`src/rtl/regfile_read_arbiter_pkg.sv`:
```
`default_nettype none
// ============================================================================
// Module      : regfile_pkg
// Description : Register-file shared constants and types.
// Revision    : 1.0 - initial release
// ============================================================================
package regfile_pkg;

    localparam int NUM_REGS = 32;
    localparam int REG_W    = 64;
    localparam int ADDR_W   = 5;
    localparam logic [4:0] ZR_ADDR = 5'd31;

    typedef logic [4:0]  reg_addr_t;
    typedef logic [63:0] reg_data_t;

    typedef enum logic [1:0] {
        SRC_RF     = 2'd0,
        SRC_BYPASS = 2'd1,
        SRC_ZERO   = 2'd2
    } data_src_e;

endpackage
`default_nettype wire

```
`src/rtl/regfile_read_arbiter_if.sv`:
```
`default_nettype none
// ============================================================================
// Module      : regfile_read_arbiter_if
// Description : Requester, read-mux and write-port bundle for the arbiter.
// Revision    : 1.0 - initial release
// ============================================================================
interface regfile_read_arbiter_if #(
    parameter int NUM_REQ = 3,
    parameter int REG_W   = regfile_pkg::REG_W,
    parameter int ADDR_W  = regfile_pkg::ADDR_W
);
    logic [NUM_REQ-1:0]        req_valid;
    logic [NUM_REQ*ADDR_W-1:0] req_addr;
    logic [NUM_REQ-1:0]        req_ready;
    logic                      hold;
    logic [ADDR_W-1:0]         rd_sel;
    logic [REG_W-1:0]          rd_data;
    logic                      wr_en;
    logic [ADDR_W-1:0]         wr_addr;
    logic [REG_W-1:0]          wr_data;
    logic [NUM_REQ-1:0]        rsp_valid;
    logic [REG_W-1:0]          rsp_data;

    modport slave (
        input  req_valid, req_addr, hold, rd_data, wr_en, wr_addr, wr_data,
        output req_ready, rd_sel, rsp_valid, rsp_data
    );

    modport master (
        output req_valid, req_addr, hold, rd_data, wr_en, wr_addr, wr_data,
        input  req_ready, rd_sel, rsp_valid, rsp_data
    );
endinterface
`default_nettype wire

```
`src/rtl/regfile_read_arbiter_rr_pick.sv`:
```
`default_nettype none
// ============================================================================
// Module      : rr_pick
// Description : Combinational round-robin picker starting at ptr.
// Revision    : 1.0 - initial release
// ============================================================================
module rr_pick #(
    parameter int NUM_REQ = 3
) (
    input  wire logic [NUM_REQ-1:0]         req,
    input  wire logic [$clog2(NUM_REQ)-1:0] ptr,
    output logic      [NUM_REQ-1:0]         gnt,
    output logic      [$clog2(NUM_REQ)-1:0] idx,
    output logic                            any
);
    localparam int PTR_W = $clog2(NUM_REQ);

    int w_j;

    always_comb begin
        gnt = '0;
        idx = '0;
        any = 1'b0;
        w_j = 0;
        for (int k = 0; k < NUM_REQ; k++) begin
            w_j = int'(ptr) + k;
            if (w_j >= NUM_REQ) begin
                w_j = w_j - NUM_REQ;
            end
            if (!any && req[w_j]) begin
                any      = 1'b1;
                idx      = PTR_W'(w_j);
                gnt[w_j] = 1'b1;
            end
        end
    end
endmodule
`default_nettype wire

```
`src/rtl/regfile_read_arbiter.sv`:
```
`default_nettype none
// ============================================================================
// Module      : regfile_read_arbiter
// Description : Round-robin sharing of the register-file read port with
//               XZR and write-bypass handling and a registered response.
// Revision    : 1.0 - initial release
// ============================================================================
module regfile_read_arbiter
    import regfile_pkg::*;
#(
    parameter int NUM_REQ = 3,
    parameter int REG_W   = regfile_pkg::REG_W,
    parameter int ADDR_W  = regfile_pkg::ADDR_W
) (
    input  wire logic              clk,
    input  wire logic              reset,
    regfile_read_arbiter_if.slave  bus
);
    localparam int PTR_W = $clog2(NUM_REQ);

    logic [PTR_W-1:0]   r_ptr;
    logic [NUM_REQ-1:0] r_rsp_valid;
    logic [REG_W-1:0]   r_rsp_data;

    logic [NUM_REQ-1:0] w_req;
    logic [NUM_REQ-1:0] w_gnt;
    logic [PTR_W-1:0]   w_gidx;
    logic [PTR_W-1:0]   w_ptr_nxt;
    logic               w_any;
    logic [ADDR_W-1:0]  w_addr;
    data_src_e          w_src;
    logic [REG_W-1:0]   w_data;

    // Reset and hold both suppress grants, which keeps rd_sel/req_ready at zero.
    assign w_req = (reset || bus.hold) ? '0 : bus.req_valid;

    rr_pick #(
        .NUM_REQ (NUM_REQ)
    ) u_pick (
        .req (w_req),
        .ptr (r_ptr),
        .gnt (w_gnt),
        .idx (w_gidx),
        .any (w_any)
    );

    assign w_addr        = bus.req_addr[int'(w_gidx)*ADDR_W +: ADDR_W];
    assign bus.req_ready = w_gnt;
    assign bus.rd_sel    = w_any ? w_addr : '0;
    assign w_ptr_nxt     = (int'(w_gidx) == NUM_REQ - 1) ? '0 : w_gidx + 1'b1;

    // XZR outranks bypass, so a write to register 31 is never forwarded.
    always_comb begin
        w_src = SRC_RF;
        if (w_addr == ADDR_W'(ZR_ADDR)) begin
            w_src = SRC_ZERO;
        end else if (bus.wr_en && (bus.wr_addr == w_addr)) begin
            w_src = SRC_BYPASS;
        end
    end

    always_comb begin
        w_data = bus.rd_data;
        case (w_src)
            SRC_ZERO:   w_data = '0;
            SRC_BYPASS: w_data = bus.wr_data;
            default:    w_data = bus.rd_data;
        endcase
    end

    always_ff @(posedge clk or posedge reset) begin
        if (reset) begin
            r_ptr       <= '0;
            r_rsp_valid <= '0;
            r_rsp_data  <= '0;
        end else begin
            r_rsp_valid <= w_gnt;
            if (w_any) begin
                r_ptr      <= w_ptr_nxt;
                r_rsp_data <= w_data;
            end
        end
    end

    assign bus.rsp_valid = r_rsp_valid;
    assign bus.rsp_data  = r_rsp_data;
endmodule
`default_nettype wire
```
`src/flat_wrapper.sv`:
```
// flat-port wrapper written by rule: the top's interface ports become plain ports
module regfile_read_arbiter_flat import regfile_pkg::*;
#(
    parameter int NUM_REQ = 3,
    parameter int REG_W   = regfile_pkg::REG_W,
    parameter int ADDR_W  = regfile_pkg::ADDR_W
)
  (clk, reset, bus_req_valid, bus_req_addr, bus_hold, bus_rd_data, bus_wr_en, bus_wr_addr, bus_wr_data, bus_req_ready, bus_rd_sel, bus_rsp_valid, bus_rsp_data);
  regfile_read_arbiter_if #(.NUM_REQ(NUM_REQ), .REG_W(REG_W), .ADDR_W(ADDR_W)) bus_i ();
  input  wire logic clk;
  input  wire logic reset;
  input wire logic [$bits(bus_i.req_valid)-1:0] bus_req_valid;
  input wire logic [$bits(bus_i.req_addr)-1:0] bus_req_addr;
  input wire logic [$bits(bus_i.hold)-1:0] bus_hold;
  input wire logic [$bits(bus_i.rd_data)-1:0] bus_rd_data;
  input wire logic [$bits(bus_i.wr_en)-1:0] bus_wr_en;
  input wire logic [$bits(bus_i.wr_addr)-1:0] bus_wr_addr;
  input wire logic [$bits(bus_i.wr_data)-1:0] bus_wr_data;
  output wire logic [$bits(bus_i.req_ready)-1:0] bus_req_ready;
  output wire logic [$bits(bus_i.rd_sel)-1:0] bus_rd_sel;
  output wire logic [$bits(bus_i.rsp_valid)-1:0] bus_rsp_valid;
  output wire logic [$bits(bus_i.rsp_data)-1:0] bus_rsp_data;
  assign bus_i.req_valid = bus_req_valid;
  assign bus_i.req_addr = bus_req_addr;
  assign bus_i.hold = bus_hold;
  assign bus_i.rd_data = bus_rd_data;
  assign bus_i.wr_en = bus_wr_en;
  assign bus_i.wr_addr = bus_wr_addr;
  assign bus_i.wr_data = bus_wr_data;
  assign bus_req_ready = bus_i.req_ready;
  assign bus_rd_sel = bus_i.rd_sel;
  assign bus_rsp_valid = bus_i.rsp_valid;
  assign bus_rsp_data = bus_i.rsp_data;
  regfile_read_arbiter #(.NUM_REQ(NUM_REQ), .REG_W(REG_W), .ADDR_W(ADDR_W)) u_core (.clk(clk), .reset(reset), .bus(bus_i));
endmodule
```
`config.mk`:
```
export PLATFORM = sky130hd
export DESIGN_NAME = regfile_read_arbiter_flat
export DESIGN_NICKNAME = d
export VERILOG_FILES = /design/src/rtl/regfile_read_arbiter_pkg.sv /design/src/rtl/regfile_read_arbiter_if.sv /design/src/rtl/regfile_read_arbiter_rr_pick.sv /design/src/rtl/regfile_read_arbiter.sv /design/src/flat_wrapper.sv
export SDC_FILE = /design/constraint.sdc
export NUM_CORES = 1
export LEC_CHECK = 0
export CAP_MARGIN = 15
export CELL_PAD_IN_SITES_DETAIL_PLACEMENT = 1
export CELL_PAD_IN_SITES_GLOBAL_PLACEMENT = 1
export CORE_AREA = 3 3 137 139
export CTS_CLUSTER_DIAMETER = 40
export DETAILED_ROUTE_END_ITERATION = 10
export DIE_AREA = 0 0 140 142
export HOLD_SLACK_MARGIN = 0.12
export PLACE_DENSITY = 0.84
export SYNTH_ARGS = -nofsm -noshare
export SYNTH_HDL_FRONTEND = slang
export SYNTH_SLANG_ARGS = --single-unit
export TNS_END_PERCENT = 100
```
`constraint.sdc`:
```
create_clock -name clk -period 2.7 [get_ports clk]
set_clock_uncertainty 0.2 [all_clocks]
set_input_delay 0.54 -clock clk [delete_from_list [all_inputs] [get_ports clk]]
set_output_delay 0.54 -clock clk [all_outputs]
set_load 0.005 [all_outputs]
```
==> results of run 1 <==
==> cell families (layout without fill, tap and decap cells) <==
family	after synthesis	count (layout)	synth area share, %
simple gates	250	250	26.1
flops	69	69	38.0
buf+inv	56	370	8.42
fa+ha+maj	4	4	1.10
xor+xnor	3	3	0.578
compound gates	111	111	24.9
mux	4	4	0.908
==> stage by stage <==
step | worst slack, ns | std cells | hold WS (ns) | instance area (um^2)
4_1_cts | -0.605 | 1028 | 0.294 | 8500
3_3_place_gp | -0.946 | 984 | 0.269 | 7670
6_report | -0.635 | 1040 | 0.287 | 8710
3_5_place_dp | -0.980 | 984 | 0.275 | 7670
2_1_floorplan | -0.0943 | 497 | 0.282 | 4750
5_1_grt | -0.801 | 1040 | 0.314 | 8710
==> power by group through the flow <==
stage	logic [mW]	clock network (mW)	registers, mW
2_1_floorplan	2.04	0	1.83
3_3_place_gp	4.13	0	1.83
3_5_place_dp	4.27	0	1.84
4_1_cts	4.70	1.42	1.84
5_1_grt	5.44	1.46	1.90
6_report	5.06	1.38	1.84
==> layer usage <==
metal,up-vias,part of all wire (%),wire length [um]
met4,2,2.8,607
li1,2449,-,-
met3,48,4.6,998
met2,177,51,11000
met1,2600,42,9020
met5,-,0.083,18
==> placed cells by master, fill, tap and decap left out, types with 4 or more instances in the layout <==
cell and instances:
clkdlybuf4s50_1 217, a31oi_1 4, dfrtp_1 67, buf_12 15, nand4_1 68, buf_6 20, inv_1 4, a21oi_1 4
buf_2 6, nand2_1 144, clkinv_2 4, buf_4 74, nor2b_1 5, dlygate4sd2_1 4, clkbuf_16 11, nor2_1 4
o211ai_1 5, o211ai_2 60
==> registers in the layout, indices dropped and copies added, names as in the netlist <==
name                  count
u_core.bus.rsp_data      64
u_core.bus.rsp_valid      3
u_core.r_ptr              2
==> layout make-up <==
class                           count  share of cell area (%)
Clock buffer                        9                    2.59
Clock inverter                      7                    1.31
Inverter                            8                   0.388
Multi-Input combinational cell    372                    32.1
Sequential cell                    69                    19.8
Tap cell                          229                    3.29
Timing Repair Buffer              346                    40.4
==> repair_timing <==
action                                  4_1_cts  5_1_grt
pin swaps                                    35       37
gates cloned                                  3        4
setup buffers                                26       10
endpoints found under the setup margin       74       74
resized for setup                            86       29
==> how the worst min path moves through the flow <==
stage	slack, ns	from	to
final	0.29	u_core.bus.rsp_data[20]	u_core.bus.rsp_data[20]
after global routing	0.31	u_core.bus.rsp_data[16]	u_core.bus.rsp_data[16]
after detailed placement	0.28	u_core.bus.rsp_data[14]	u_core.bus.rsp_data[14]
after global placement	0.27	u_core.bus.rsp_data[45]	u_core.bus.rsp_data[45]
after floorplan	0.28	u_core.bus.rsp_data[10]	u_core.bus.rsp_data[10]
after CTS	0.29	u_core.bus.rsp_data[16]	u_core.bus.rsp_data[16]
==> worst max-delay path: stages (launching register included) <==
cell       delay [ns]
dfrtp_2          0.43
inv_4            0.08
ha_4             0.21
buf_4            0.15
buf_4            0.14
o21ai_2          0.15
buf_4            0.14
a31oi_1          0.16
buf_4            0.19
a21oi_1          0.17
o22ai_2          0.15
a2111oi_4        0.37
and2_4           0.26
buf_12           0.15
buf_8            0.14
o211ai_1         0.10
==> flow_summary_export.csv, run 1 <==
group,metric,value,unit
global_route,globalRouteMet2Util,35.3,%
clock_tree,cts_buffers,9,
route,dr.first_iter.drc_count,157,
power_and_ir_drop,p_seq_share,22.2,%
synthesis,yosysMostFrequentCell,"nand2_1",
die,initial_core_util,25.6,%
timing,final.min_clock_period,3.34,ns
worst_setup_path,reg2regPathDepth,15,
timing,slew_headroom,70.7,%
power_and_ir_drop,p_int,5.18,mW
power_and_ir_drop,p_total,8.27,mW
timing,setup_tns,-41.92,ns
worst_setup_path,crit_fanout,7,
route,wl_per_cell,20.8,um
power_and_ir_drop,p_comb_share,61.1,%
clock_tree,clkTransAtPathRegs,0.06,ns
power_and_ir_drop,cellLeakagePower,3.65,nW
synthesis,syn-num-nets,656,
global_route,grt.met1_usage,24.0,%
synthesis,netlist_top_cells_count,"nand2_1, dfrtp_1, nand4_1",
synthesis,netlist_area,4550,um^2
timing,max_freq,0.300,GHz
worst_setup_path,endpoint_kind,"flop",
timing,setup_ws,-0.635,ns
timing,hold_violations,0,
synthesis,yosys.area.top_type_share,38.0,%
worst_setup_path,cp.arrival,3.34,ns
layout,seq_area,1730,um^2
clock_tree,insertion_delay,0.34,ns
global_route,antenna_found_initial,1,
layout,fillers,1993,
worst_setup_path,crit_path_end,"u_core.bus.rsp_data[7]",
global_route,grt.busiest_layer,"met2",
timing,slew_viol_final,0,
global_route,use_met3,3.60,%
timing,rsz0062_at_grt,"true",
worst_setup_path,timing.rr.start,"u_core.r_ptr[0]",
synthesis,ys_ff_latch,69,
die,die_y,142,um
die,dieWidth,140,um
clock_tree,cts_buffer_depth,2,
layout,diodes,0,
min_path,holdPathStages,2,
place,port_buffers,229,
worst_setup_path,cp_data_required_time,2.71,ns
layout,multi_input_area,2800,um^2
route,drt_drc_violations_left,0,
synthesis,avgSynthCellArea,9.15,um^2
synthesis,yosys_warnings,0,
synthesis,synth-edff-count,0,
timing,tightest_slew,0.439,ns
route,routed_wl,21600,um
flow_run,cap_violations,0,
synthesis,synthCells,497,
worst_setup_path,r2r_slack,-0.64,ns
power_and_ir_drop,irDropWorstVdd,0.000372,V
route,firstDrtPassIters,4,
layout,final_nets,965,
worst_setup_path,critPathKind,"flop to flop",
power_and_ir_drop,p_sw_share,37.4,%
power_and_ir_drop,powerDensity,949,nW/um^2
worst_setup_path,crit_path_start_kind,"flop",
synthesis,yosysUniqueCellTypes,49,
clock_tree,clockRootBuffer,"clkbuf_16",
layout,drive_above_1_share,32.1,%
layout,areaGrowthSynthToFinish,91.6,%
outcome,status,"complete, but fails checks",
global_route,grt_pass1_wl,31200,um
die,core_region_area,17800,um^2
synthesis,synth_top_area_cell,"dfrtp_1",
global_route,grt_overflow,0,
worst_setup_path,startpoint,"u_core.r_ptr[0]",
die,ios,230,
synthesis,synthTopCellsByArea,"dfrtp_1, o211ai_2, nand2_1",
min_path,min_path_type,"flop to flop",
synthesis,ys_seq_area_share,38.0,%
place,place.gp.congestion,0.850,
route,routed_via_density,5.07,
clock_tree,hold_buffers,0,
global_route,grt_max_degree,63,
synthesis,ys.flop_type,"dfrtp_1",
timing,finalSetupViolations,72,
clock_tree,htreeDepth,3,
layout,utilization,49.0,%
power_and_ir_drop,switching_power,3.10,mW
place,dp_hpwl,14300,um
clock_tree,cts_tree,"built",
worst_setup_path,worstReg2RegEnd,"u_core.bus.rsp_data[7]",
timing,finalCritPeriodShare,124,%
outcome,violations,"negative setup slack",
global_route,grt_pass1_vias,5753,
clock_tree,cts.sinks,69,
synthesis,async_flop_share,100,%
route,num_vias,5276,
die,rows,49,
route,ant_nets,0,
global_route,grt_use_total,19.7,%
die,die_area,19900,um^2
power_and_ir_drop,p_clk_share,16.7,%
Power figures use the tool's default switching activity.
==> run 2, diff against run 1 <==
--- a/config.mk
+++ b/config.mk
@@ -5,13 +5,14 @@
 export SDC_FILE = /design/constraint.sdc
 export NUM_CORES = 1
 export LEC_CHECK = 0
+export ABC_AREA = 1
 export CAP_MARGIN = 15
 export CELL_PAD_IN_SITES_DETAIL_PLACEMENT = 1
 export CELL_PAD_IN_SITES_GLOBAL_PLACEMENT = 1
-export CORE_AREA = 3 3 137 139
+export CORE_AREA = 3 3 144 146
 export CTS_CLUSTER_DIAMETER = 40
 export DETAILED_ROUTE_END_ITERATION = 10
-export DIE_AREA = 0 0 140 142
+export DIE_AREA = 0 0 147 149
 export HOLD_SLACK_MARGIN = 0.12
 export PLACE_DENSITY = 0.84
 export SYNTH_ARGS = -nofsm -noshare
==> run 2 against run 1 <==
  * The flow still finishes with violations (negative setup slack)
  * First-iteration DRC count up 56%
  * Worst hold slack worse by 0.010 ns
  * Clock power down 16%
  * Cell area up 11%
  * Die area up 10%
  * Flip-flop and latch count unchanged
  * Critical path depth up 7
  * Global-route usage up 0.53 points
  * Routed wire length up 31%
==> flow_summary_export.csv, run 2 <==
group,metric,value,unit
outcome,status,"complete, but fails checks",
outcome,violations,"negative setup slack",
worst_setup_path,crit_path_start_kind,"flop",
layout,fillers,2294,
layout,final_cell_area,9710,um^2
synthesis,ys_seq_area_share,32.9,%
layout,instances_no_fill,1245,
clock_tree,cts_buffer_depth,2,
flow_run,cap_violations,0,
global_route,grt_max_degree,65,
power_and_ir_drop,p_int,5.68,mW
global_route,antenna_found_initial,0,
route,ant_nets,0,
layout,final_nets,1134,
power_and_ir_drop,switching_power,4.40,mW
layout,final_cell_mix,"nand2_1, clkdlybuf4s50_1, nand4_1",
synthesis,ys.flop_type,"dfrtp_1",
worst_setup_path,path_cells,"inv_2, ha_4, nand3_2, nand2_2, nand2_2, nand2_4, nand3_1, nand2_1, nor2_4, buf_12, nand3_4, nand3_4, buf_6, a21oi_2, nand2_2, nor2_8, buf_6, buf_8, nand4_1, nand2_1, nand2_1, nand2_1",
die,die_y,149,um
worst_setup_path,cp.arrival,3.63,ns
clock_tree,insertion_delay,0.33,ns
place,dpl_cell_area,7950,um^2
route,drt_drc_violations_left,0,
timing,max_freq,0.280,GHz
global_route,grt_pass1_wl,35000,um
worst_setup_path,slowest_stage,"dfrtp_2",
worst_setup_path,timing.critical_path.buf_inv,5,
synthesis,synthTopCellsByArea,"dfrtp_1, nand2_1, nand3_2",
worst_setup_path,slowest_delay,0.46,ns
clock_tree,cts_buffers,9,
min_path,min_path_type,"flop to flop",
worst_setup_path,crit_path_frequent_cell,"nand2_1",
synthesis,synth_top_area_cell,"dfrtp_1",
place,port_buffers,229,
route,dr.first_iter.drc_count,245,
place,dp_hpwl,14800,um
power_and_ir_drop,cellLeakagePower,4.71,nW
clock_tree,clkTransAtPathRegs,0.07,ns
clock_tree,cts_tree,"built",
timing,finalSetupViolations,74,
synthesis,ys_ff_latch,69,
clock_tree,cts.sinks,69,
synthesis,netlist_area,5250,um^2
timing,hold_violations,0,
timing,setup_ws,-0.868,ns
die,ios,230,
synthesis,synth-xor-area-share,0,%
synthesis,yosysMostFrequentCell,"nand2_1",
global_route,grt_use_total,20.2,%
power_and_ir_drop,p_seq_share,18.7,%
power_and_ir_drop,p_comb_share,69.8,%
worst_setup_path,critPathKind,"flop to flop",
route,firstDrtPassIters,4,
layout,final_common_cell,"nand2_1",
timing,finalCritPeriodShare,132,%
die,dieWidth,147,um
timing,slew_viol_final,0,
layout,diodes,0,
worst_setup_path,crit_fanout,8,
synthesis,synthCells,651,
synthesis,synthAdderAreaFrac,0.953,%
clock_tree,clockRootBuffer,"clkbuf_16",
place,dp_cells,1154,
power_and_ir_drop,p_total,10.1,mW
die,die_area,21900,um^2
timing,slew_headroom,62.8,%
global_route,grt_overflow,0,
synthesis,syn-num-nets,810,
synthesis,synth_mux_area_share,0,%
global_route,grt_pass1_vias,6281,
clock_tree,htreeDepth,3,
place,place.gp.congestion,0.801,
power_and_ir_drop,p_sw_share,43.6,%
route,wl_per_cell,22.7,um
power_and_ir_drop,irDropWorstVdd,0.000521,V
worst_setup_path,cp_data_required_time,2.76,ns
worst_setup_path,cp_top_family,"simple AND/OR/NAND/NOR gates",
synthesis,synth-edff-count,0,
layout,largest_register_ff_count,64,
route,num_vias,6273,
synthesis,netlist_top_cells_count,"nand2_1, nand4_1, nand3_2",
clock_tree,hold_buffers,0,
layout,drive_above_1_share,32.7,%
layout,areaGrowthSynthToFinish,84.9,%
synthesis,async_flop_share,100,%
worst_setup_path,endpoint_kind,"flop",
die,rows,51,
die,initial_core_util,26.9,%
power_and_ir_drop,p_clk_share,11.5,%
power_and_ir_drop,powerDensity,1040,nW/um^2
synthesis,avgSynthCellArea,8.06,um^2
timing,setup_tns,-55.24,ns
timing,rsz0062_at_grt,"true",
die,core_region_area,19500,um^2
route,routed_via_density,5.04,
synthesis,yosys.area.top_type_share,32.9,%
synthesis,synth-compound-area-share,1.48,%
place,dp_slack,-0.927,ns
synthesis,synth_top_family_by_area,"simple AND/OR/NAND/NOR gates",
timing,final.min_clock_period,3.57,ns
synthesis,synth-simple-area-share,52.6,%
timing,tightest_slew,0.559,ns
synthesis,yosysUniqueCellTypes,36,
synthesis,yosys_warnings,0,
route,routed_wl,28300,um
==> run 2: changes by cell type after synthesis, moves of 7 or more <==
cell	before	now
nand3_1	2	19
a21oi_1	9	2
nor2b_1	8	0
clkbuf_8	0	10
nand3_2	0	70
nand2_2	0	13
a31oi_1	7	0
nand2_4	0	8
inv_1	8	25
nand2_1	146	285
buf_6	6	19
clkbuf_1	25	0
o211ai_2	61	0
==> run 2: cell type report <==
| class | count | area (um^2) | area share [%] |
|---|---|---|---|
| well taps | 265 | 332 | 3.42 |
| flip-flops and latches | 69 | 1730 | 17.8 |
| multi-input cells | 508 | 3300 | 34.0 |
| clock buffers | 11 | 253 | 2.60 |
| repair buffers | 358 | 3930 | 40.5 |
| inverters | 29 | 133 | 1.37 |
| clock inverters | 5 | 33.8 | 0.348 |
==> run 2: kinds of logic (layout without fill, tap and decap cells) <==
logic type / after synthesis / in the layout
adder cells (fa/ha/maj): 4 / 4
buffers and inverters: 75 / 403
AND/OR/NAND/NOR: 493 / 494
AO/OA/AOI/OAI: 10 / 10
flip-flops: 69 / 69
==> run 2: what timing repair did <==
action	CTS	global route
gates cloned	6	18
pin swaps	29	52
endpoints found under the setup margin	74	74
buffers inserted	26	31
resized for setup	77	79
==> run 2: final timing paths <==
kind | start | endpoint | slack [ns] | depth (start not counted)
max reg2reg | u_core.r_ptr[0] | u_core.bus.rsp_data[50] | -0.87 | 22
max | u_core.r_ptr[0] | u_core.bus.rsp_data[50] | -0.87 | 22
max in group asynchronous | reset | u_core.r_ptr[1] | 0.88 | 4
min | u_core.bus.rsp_data[29] | u_core.bus.rsp_data[29] | 0.28 | 2
min in group asynchronous | reset | u_core.r_ptr[0] | 0.42 | 3
min reg2reg | u_core.bus.rsp_data[29] | u_core.bus.rsp_data[29] | 0.28 | 2
==> run 2: layer usage <==
metal / wire (um) / vias to the layer above / global-route usage [%]
met5: 0 / - / 0
met4: 786 / 0 / 6.99
met3: 1580 / 53 / 4.77
met2: 14500 / 268 / 35.6
met1: 11500 / 3128 / 24.3
li1: - / 2824 / -
==> run 2: power groups by stage <==
stage / Combinational [mW] / Sequential, mW / Clock [mW]
detailed placement: 4.97 / 1.86 / 0
finish: 7.04 / 1.89 / 1.16
floorplan: 2.70 / 1.87 / 0
global placement: 4.84 / 1.84 / 0
global route: 7.49 / 1.94 / 1.24
CTS: 5.66 / 1.86 / 1.19
==> run 2: tightest hold or removal path: stages, from the launching register on <==
cell     delay, ns
dfrtp_1       0.34
nand2_1       0.05
nand2_1       0.06
==> run 2: per-stage QoR <==
| stage | utilization (%) | hold WS, ns |
|---|---|---|
| CTS | 45.0 | 0.282 |
| finish | 49.7 | 0.277 |
| detailed placement | 40.7 | 0.265 |
| global route | 49.7 | 0.302 |
| floorplan | - | 0.272 |
| global placement | 40.7 | 0.261 |
==> run 3, diff against run 2 <==
--- a/config.mk
+++ b/config.mk
@@ -9,12 +9,12 @@
 export CAP_MARGIN = 15
 export CELL_PAD_IN_SITES_DETAIL_PLACEMENT = 1
 export CELL_PAD_IN_SITES_GLOBAL_PLACEMENT = 1
-export CORE_AREA = 3 3 144 146
+export CORE_AREA = 3 3 137 139
 export CTS_CLUSTER_DIAMETER = 40
 export DETAILED_ROUTE_END_ITERATION = 10
-export DIE_AREA = 0 0 147 149
+export DIE_AREA = 0 0 140 142
 export HOLD_SLACK_MARGIN = 0.12
-export PLACE_DENSITY = 0.84
+export PLACE_DENSITY = 0.88
 export SYNTH_ARGS = -nofsm -noshare
 export SYNTH_HDL_FRONTEND = slang
 export SYNTH_SLANG_ARGS = --single-unit
==> constraint.sdc (replaced) <==
create_clock -name clk -period 3.3 [get_ports clk]
set_clock_uncertainty 0.2 [all_clocks]
set_input_delay 0.66 -clock clk [delete_from_list [all_inputs] [get_ports clk]]
set_output_delay 0.66 -clock clk [all_outputs]
set_load 0.005 [all_outputs]
==> run 3 against run 2 <==
  * The run still ends with negative setup slack left
  * Total power fell by 31%
  * First-iteration DRC count fell by 31%
  * Routed wire length decreased by 20%
  * Non-clock buffer count shrank 51
  * Via count fell by 8.3%
  * Clock power decreased by 15%
  * Critical path depth decreased by 9
  * Cell area decreased by 9.5%
  * Register-to-register slack gained 0.84 ns
  * Largest power group unchanged
==> flow_summary_export.csv, run 3 (synthesized netlist as in run 2, its figures left out) <==
group,metric,value,unit
clock_tree,cts_buffers,9,
place,dp_hpwl,14100,um
route,routed_via_density,4.98,
clock_tree,clockRootBuffer,"clkbuf_16",
route,firstDrtPassIters,4,
die,core_region_area,17800,um^2
clock_tree,htreeDepth,3,
power_and_ir_drop,cellLeakagePower,4.32,nW
timing,rsz0062_at_grt,"true",
min_path,min_path_type,"flop to flop",
clock_tree,hold_buffers,0,
global_route,antenna_found_initial,0,
timing,finalSetupViolations,17,
worst_setup_path,crit_fanout,5,
place,place.gp.congestion,0.864,
timing,setup_tns,-0.288,ns
worst_setup_path,cp_data_required_time,2.44,ns
route,num_vias,5755,
global_route,grt_overflow,0,
route,drt_drc_violations_left,0,
worst_setup_path,r2r_slack,-0.03,ns
layout,areaGrowthSynthToFinish,67.4,%
layout,drive_above_1_share,27.2,%
worst_setup_path,timing.critical_path.buf_inv,3,
worst_setup_path,path_cells,"ha_4, inv_6, nand3_4, nand2_2, nand2_2, nand2_4, nand3_4, buf_6, nand4_1, nand2_4, nand3_4, nor2_2, clkbuf_2",
route,routed_wl,22700,um
worst_setup_path,crit_path_start_kind,"flop",
die,dieWidth,140,um
layout,instances_no_fill,1156,
die,die_area,19900,um^2
timing,final.min_clock_period,3.36,ns
place,port_buffers,229,
worst_setup_path,slowest_stage,"dfrtp_2",
timing,tightest_slew,0.961,ns
global_route,grt_max_degree,70,
timing,finalCritPeriodShare,102,%
timing,max_freq,0.298,GHz
layout,final_nets,1082,
worst_setup_path,cp.arrival,2.50,ns
timing,hold_violations,0,
global_route,grt_pass1_vias,6044,
layout,final_cell_mix,"nand2_1, clkdlybuf4s50_1, nand3_2",
flow_run,cap_violations,0,
worst_setup_path,slowest_delay,0.46,ns
clock_tree,cts.sinks,69,
die,initial_core_util,29.5,%
die,die_y,142,um
global_route,grt_use_total,19.2,%
timing,setup_ws,-0.0598,ns
layout,diodes,0,
layout,seq_area,1730,um^2
place,dp_cells,1110,
layout,largest_register_ff_count,64,
outcome,status,"complete, but fails checks",
layout,final_common_cell,"nand2_1",
layout,fillers,2085,
power_and_ir_drop,powerDensity,796,nW/um^2
power_and_ir_drop,irDropWorstVdd,0.000363,V
clock_tree,cts_tree,"built",
die,ios,230,
outcome,violations,"negative setup slack",
worst_setup_path,crit_cells,13,
worst_setup_path,critPathKind,"flop to primary output",
worst_setup_path,crit_path_frequent_cell,"nand3_4",
die,rows,49,
layout,multi_input_area,3120,um^2
route,ant_nets,0,
timing,slew_viol_final,0,
worst_setup_path,endpoint_kind,"primary output",
min_path,holdPathStages,2,
global_route,grt_pass1_wl,31100,um
worst_setup_path,reg2regPathDepth,19,
route,dr.first_iter.drc_count,169,
clock_tree,insertion_delay,0.33,ns
clock_tree,clkTransAtPathRegs,0.06,ns
route,wl_per_cell,19.6,um
clock_tree,cts_buffer_depth,2,
worst_setup_path,cp_top_family,"simple AND/OR/NAND/NOR gates",
timing,slew_headroom,35.9,%
run 3: changes by cell type in the layout (fill, tap and decap cells not counted), moves of 3 or more:
| cell | previous run | this run |
|---|---|---|
| buf_12 | 16 | 12 |
| buf_16 | 7 | 2 |
| buf_2 | 6 | 1 |
| buf_4 | 64 | 36 |
| buf_6 | 25 | 21 |
| buf_8 | 3 | 0 |
| clkbuf_16 | 22 | 16 |
| clkbuf_2 | 2 | 7 |
| nand2_1 | 268 | 272 |
| nand2_4 | 19 | 13 |
| nand3_1 | 7 | 12 |
| nand3_4 | 18 | 11 |
run 3: through the flow:
stage	power [mW]	instance area [um^2]	worst slack, ns	hold slack [ns]	util, %
5_1_grt	7.50	8790	-0.149	0.305	49.4
3_5_place_dp	5.54	7850	-0.518	0.268	44.1
6_report	6.99	8790	-0.0598	0.281	49.4
3_3_place_gp	5.39	7850	-0.413	0.260	44.1
2_1_floorplan	3.74	5310	-0.296	0.272	-
4_1_cts	6.64	8230	-0.0239	0.284	46.3
run 3: what timing repair did:
| item | 4_1_cts | 5_1_grt |
|---|---|---|
| resized for setup | 26 | 68 |
| pin swaps | 11 | 20 |
| cloned | 0 | 12 |
| setup endpoints to repair | 72 | 71 |
| buffers inserted | 7 | 13 |
run 3: worst paths after layout:
| path | start | to |
|---|---|---|
| setup / recovery | u_core.r_ptr[1] | bus_rd_sel[0] |
| hold reg to reg | u_core.bus.rsp_data[38] | u_core.bus.rsp_data[38] |
| max in group asynchronous | reset | u_core.r_ptr[1] |
| setup reg to reg | u_core.r_ptr[1] | u_core.bus.rsp_data[42] |
| min in group asynchronous | reset | u_core.bus.rsp_valid[0] |
| hold / removal | u_core.bus.rsp_data[38] | u_core.bus.rsp_data[38] |
run 3: layout make-up:
class / count / share of cell area, %
Clock buffer: 11 / 2.88
Clock inverter: 4 / 0.541
Inverter: 29 / 1.42
Multi-Input combinational cell: 507 / 35.5
Sequential cell: 69 / 19.7
Tap cell: 229 / 3.26
Timing Repair Buffer: 307 / 36.7
run 3: where the power goes:
part	internal [mW]	switching [mW]	leakage, nW
Clock	0.619	0.368	0.147
Combinational	2.08	2.40	3.32
Sequential	1.28	0.237	0.848
Total	3.99	3.01	4.32
run 3: worst min-delay path, stage by stage (launching register included):
cell and delay [ns]:
dfrtp_1 0.34, nand2_1 0.05, nand2_1 0.05
run 3: per-layer routing:
| layer | part of all wire, % | track usage, % | routed length, um |
|---|---|---|---|
| met3 | 5.6 | 4.94 | 1270 |
| met4 | 2.0 | 4.74 | 452 |
| met5 | 0 | 0 | 0 |
| met2 | 51 | 34.2 | 11500 |
| met1 | 42 | 23.2 | 9500 |
